### config.mk
export PLATFORM = sky130hd
export DESIGN_NAME = mlp_label_check
export DESIGN_NICKNAME = d
export VERILOG_FILES = /design/src/rtl/mlp_pkg.sv /design/src/rtl/mlp_label_check.sv
export SDC_FILE = /design/constraint.sdc
export NUM_CORES = 1
export LEC_CHECK = 0
export CAP_MARGIN = 20
export CORE_AREA = 2 2 39 41
export DETAILED_ROUTE_END_ITERATION = 12
export DIE_AREA = 0 0 41 43
export GPL_TIMING_DRIVEN = 0
export SLEW_MARGIN = 25
export SYNTH_ARGS = -nofsm -noshare
export SYNTH_HDL_FRONTEND = slang
export SYNTH_SLANG_ARGS = --single-unit
export TNS_END_PERCENT = 5
### constraint.sdc
create_clock -name vclk -period 1.7
set_clock_uncertainty 0.05 [all_clocks]
set_input_delay 0.17 -clock vclk [all_inputs]
set_output_delay 0.17 -clock vclk [all_outputs]
set_load 0.05 [all_outputs]
### src/rtl/mlp_pkg.sv
// Shared constants and FSM state encoding for the MLP batch sequencer.
package mlp_pkg;

    localparam int IDX_W = 10;  // sample index and counter width
    localparam int CLS_N = 10;  // number of classes, equals maxi width
    localparam int ANS_W = 80;  // raw MLP answer width (CLS_N x 8-bit scores)
    localparam int LBL_W = 4;   // label ROM data width

    typedef enum logic [2:0] {
        ST_IDLE  = 3'd0,
        ST_ISSUE = 3'd1,
        ST_WAIT  = 3'd2,
        ST_CHECK = 3'd3,
        ST_NEXT  = 3'd4,
        ST_DONE  = 3'd5
    } state_e;

endpackage

### src/rtl/mlp_label_check.sv
// Decodes the golden label to one-hot and compares it with the MLP's maxi.
// Out-of-range labels and non-one-hot predictions never match.
module mlp_label_check
    import mlp_pkg::*;
(
    input  logic [LBL_W-1:0] label_i,
    input  logic [CLS_N-1:0] maxi_i,
    output logic             match_o
);

    logic [CLS_N-1:0] expect_onehot;
    logic             in_range;

    // Label decode and exact one-hot compare.
    always_comb begin
        // NOTE: every variable gets a default first so no path infers a latch.
        expect_onehot = '0;
        in_range      = (label_i < LBL_W'(CLS_N));
        if (in_range) begin
            expect_onehot[label_i] = 1'b1;
        end
        match_o = in_range && (maxi_i == expect_onehot);
    end

endmodule

Yosys cells after proc, flatten, opt, wreduce, memory -nomap -nowiden
Index checks and enable logic that the tools add are counted.
Widths: inputs -> output; s select.
{"block": "word_totals", "regBits": 0, "latchBits": 0, "ram_bits": 0, "mem_bits_ro": 0, "inputBits": 14, "mem_count": 0}
{"block": "classes", "n_addsub": 0, "n_mul": 0, "div": 0, "magnitude_cmp": 3, "n_eq_ne": 1, "shift": 0, "mux": 3, "bitwise": 0, "reduce_logical": 2}
{"op": "$eq 10x10->1", "n": 1}
{"op": "$mux 10", "n": 1}
{"op": "$lt 4x5->1 const B", "n": 1}
{"op": "$demux 1 s4", "n": 1}
{"op": "$ge 4x1->1 const B", "n": 1}
{"op": "$lt 4x4->1 const B", "n": 1}
{"op": "$logic_and 1x1->1", "n": 2}
{"op": "$mux 1", "n": 1}

Longest topological paths before layout
{"block": "logic_depth", "word_depth": 7, "depth_mapped": 6}

Least setup slack after synthesis
OpenSTA, ideal clock, no wires.
{"block": "synth_path", "path_kind": "input port to output port", "from": "input port label_i[3]", "to": "output port match_o", "arrival_time_ps": 1980, "path_slack_ps": -500, "cell_stages": 6, "n_path_buf": 1, "cell_sequence": "buf_6 or3b_4 nor3b_2 nor2_1 o32a_1 nor4_2"}
{"block": "synth_via", "elab_chain_cells": 7, "elab_cells_between_ends": 9, "classes_between": "3 x order compare; 1 x eq/ne; 3 x mux; 2 x reduce/logical"}
{"item": "start: declaration", "line": "mlp_label_check.sv:6", "text": "input logic [LBL_W-1:0] label_i,"}
{"item": "$lt 4x5->1 (not written as such) or $ge 4x1->1 (tied branches)", "line": "mlp_label_check.sv:20", "text": "expect_onehot[label_i] = 1'b1;"}
{"item": "$logic_and 1x1->1 (not written as such)", "line": "mlp_label_check.sv:20"}
{"item": "$mux 1 (not written as such)", "line": "mlp_label_check.sv:20"}
{"item": "$demux 1 s4", "line": "mlp_label_check.sv:20"}
{"item": "$mux 10", "line": "mlp_label_check.sv:19", "text": "if (in_range) begin"}
{"item": "$eq 10x10->1", "line": "mlp_label_check.sv:22", "text": "match_o = in_range && (maxi_i == expect_onehot);"}
{"item": "$logic_and 1x1->1 (*)", "line": "mlp_label_check.sv:22"}
{"item": "end: declaration", "line": "mlp_label_check.sv:8", "text": "output logic match_o"}
Mark *: on every way between the ends. The rest lies on a longest branch, timed or not.

Worst setup path in the final report
{"block": "layout_path", "from": "input port label_i[0]", "to": "output port match_o"}
Same word-level chain as after synthesis.

==> flow_summary.yaml <==
run_status:
  outcome: "complete, but fails checks"
  violations: "setup timing"
global_routing:
  overflow: 0
  first_global_vias: 311
  grt_max_degree: 11
  grt_usage_pct: 10.69
  grt_pass1_wl_um: 1393
  antenna_found_initial: 0
floorplanning:
  start_util_pct: 21.43
  die_h_um: 43
  core_area_um2: 1384
  rows: 14
  die_w_um: 41
  io_pins: 15
  dieArea_um2: 1763
sta:
  grt_setup_unrepaired: "yes"
  hold_viol_final: 0
  min_period_ns: 1.799
  tightest_slew_ns: 0.3484
  maxSlewHeadroom_pct: 76.53
  setup_viol: 1
  fin_ws_ns: -0.09853
  fin_crit_sh_pct: 105.8
  drv_slew: 0
  fmax_ghz: 0.5560
worst_setup_path:
  arrival_ns: 1.58
  critPathTopFamily: "simple AND/OR/NAND/NOR gates"
  slowest_stage: "or3b_4"
  cp-end-kind: "primary output"
  criticalPathCategory: "input pin to primary output"
  cp-start-kind: "input pin"
  crit_cells: 7
  crit_fanout: 2
  cp.required_ns: 1.48
  path_cells: "buf_6 > or3b_4 > nor3b_2 > nor2_1 > o32a_1 > nor4_4 > buf_6"
  critPathBufInv: 2
  critPathMostFrequentCell: "buf_6"
  crit_path_max_incr_delay_ns: 0.40
power_and_ir_drop:
  p_int_uw: 56.77
  powerDensity_nw_per_um2: 196.1
  sw_frac_of_total_pct: 44.78
  power_frac_comb_pct: 100.0
  finalPower_uw: 102.8
  p_sw_uw: 46.04
  clockPowerShare_pct: 0
  ir_worst_vdd_uv: 63.10
  pwr-share-seq_pct: 0
  leakage_nw: 0.2103
route:
  drc: 0
  antenna_left: 0
  vias: 382
  wirelength_um: 883
  dr.pass1.iters: 4
  drt-initial-drc-count: 8
  via_per_inst: 4.961
  avgRoutedWirePerCell_um: 11.47
run:
  cap_violations: 0
place:
  hpwlAfterDp_um: 623.5
  numPortBuffers: 14
  dp_cells: 74
  gp_congestion: 0.7083
finish:
  register_area_um2: 0
  area_growth_pct: 76.79
  nets: 77
  stdcell_count: 77
  drive_gt1_share_pct: 31.15
  seq_cell_count: 0
  fin_util_pct: 37.88
  antennaDiodeCount: 0
  nClkBuffers: 0
yosys:
  synth.yosys.warnings: 0
  netlist_instances: 44
  syn-num-nets: 58
  synth_area_um2: 296.5
  yosysTopAreaCell: "nor2_1"
  synthTopCellsByArea: "nor2_1 (6.3%), o21ai_0 (5.1%), a211oi_1 (5.1%)"
  yosysSeqAreaShare_pct: 0
  syn_area_per_cell_um2: 6.739
  netlist-cell-type-count: 32
  synth_top_area_share_pct: 6.329
hold_path:
  hold_path_class: "input pin to primary output"
  min_path_cells: 6
  min_to: "match_o"
  hp-start: "label_i[3]"
==> power groups by stage <==
stage | logic, mW | clock network (mW) | registers [mW]
4_1_cts | 0.0998 | 0 | 0
2_1_floorplan | 0.0477 | 0 | 0
3_5_place_dp | 0.0939 | 0 | 0
5_1_grt | 0.112 | 0 | 0
6_report | 0.103 | 0 | 0
3_3_place_gp | 0.0930 | 0 | 0
==> synth_stat cells <==
library cell / count
a211o_1: 1
a211oi_1: 2
a21boi_0: 1
a21o_1: 1
a21oi_1: 1
a31oi_1: 1
and3_1: 1
and4bb_1: 1
buf_2: 2
buf_6: 1
inv_1: 1
mux2_2: 1
nand2_1: 2
nand2b_1: 1
nand3_1: 2
nand3b_1: 1
nor2_1: 5
nor2b_1: 1
nor3_1: 2
nor3b_1: 1
nor3b_2: 1
nor4_2: 1
o21ai_0: 3
o21ai_1: 1
o22ai_1: 2
o31ai_1: 1
o32a_1: 1
o41ai_1: 1
or2b_1: 1
or3_1: 1
or3b_4: 1
xnor2_1: 1
==> cells by family after synthesis <==
kind of cell	Yosys count	synth area share [%]
AO/OA/AOI/OAI	16	36.71
XOR/XNOR	1	2.954
multiplexers	1	3.797
buffers and inverters	4	8.437
AND/OR/NAND/NOR	22	48.11
==> routing by layer <==
metal  track usage [%]  up-vias  part of all wire, %
li1                  -      206                    -
met1             18.67      169                   53
met2             15.00        7                   44
met3                 0        0                  2.9
met4                 0        0                    0
met5                 0        -                    0
==> layout make-up <==
cell class         instances  area, um^2
fillers                  154       859.6
multi-input cells         40       302.8
repair buffers            17       158.9
plain buffers              3       38.79
well taps                 16       20.02
inverters                  1       3.754
==> repair_timing <==
action                     in CTS  in global routing
setup endpoints to repair       1                  1
hold buffers                    0                  0
gates resized for setup        34                  3
setup buffers                   3                  0
pin swaps                       8                  4
==> cell usage in the layout (no fill, tap or decap), drive strengths merged, types with 2 or more instances in the layout <==
cell and count:
buf 9, dlygate4sd2 7, nor2 5, o21ai 4, clkdlybuf4s50 3, nand3 2
nand2 2, nor3 2, a211oi 2, o22ai 2, nor3b 2
==> worst min-delay path: stages <==
cell and delay (ns):
buf_12 0.07, buf_4 0.14, a31oi_2 0.05, o22ai_2 0.14, nor4_4 0.05, buf_6 0.15
==> worst max path at each step <==
stage                     startpoint      end  slack (ns)
final                     label_i[0]  match_o        -0.1
after detailed placement  label_i[0]  match_o       -1.08
after CTS                 label_i[0]  match_o       -0.12
after global routing      label_i[0]  match_o       -0.18
after global placement    label_i[2]  match_o       -1.06
after floorplan           label_i[3]  match_o       -0.19
==> through the flow <==
stage / hold WS, ns / instance area [um^2] / setup WS [ns] / setup TNS (ns)
3_5_place_dp: 1.380 / 465.4 / -1.076 / -1.076
2_1_floorplan: 0.5364 / 305.3 / -0.1857 / -0.1857
5_1_grt: 0.9336 / 524.3 / -0.1790 / -0.1790
6_report: 0.8926 / 524.3 / -0.09853 / -0.09853
4_1_cts: 0.9079 / 513.0 / -0.1223 / -0.1223
3_3_place_gp: 1.364 / 465.4 / -1.059 / -1.059
No activity file was read; power rests on OpenSTA's default activity.
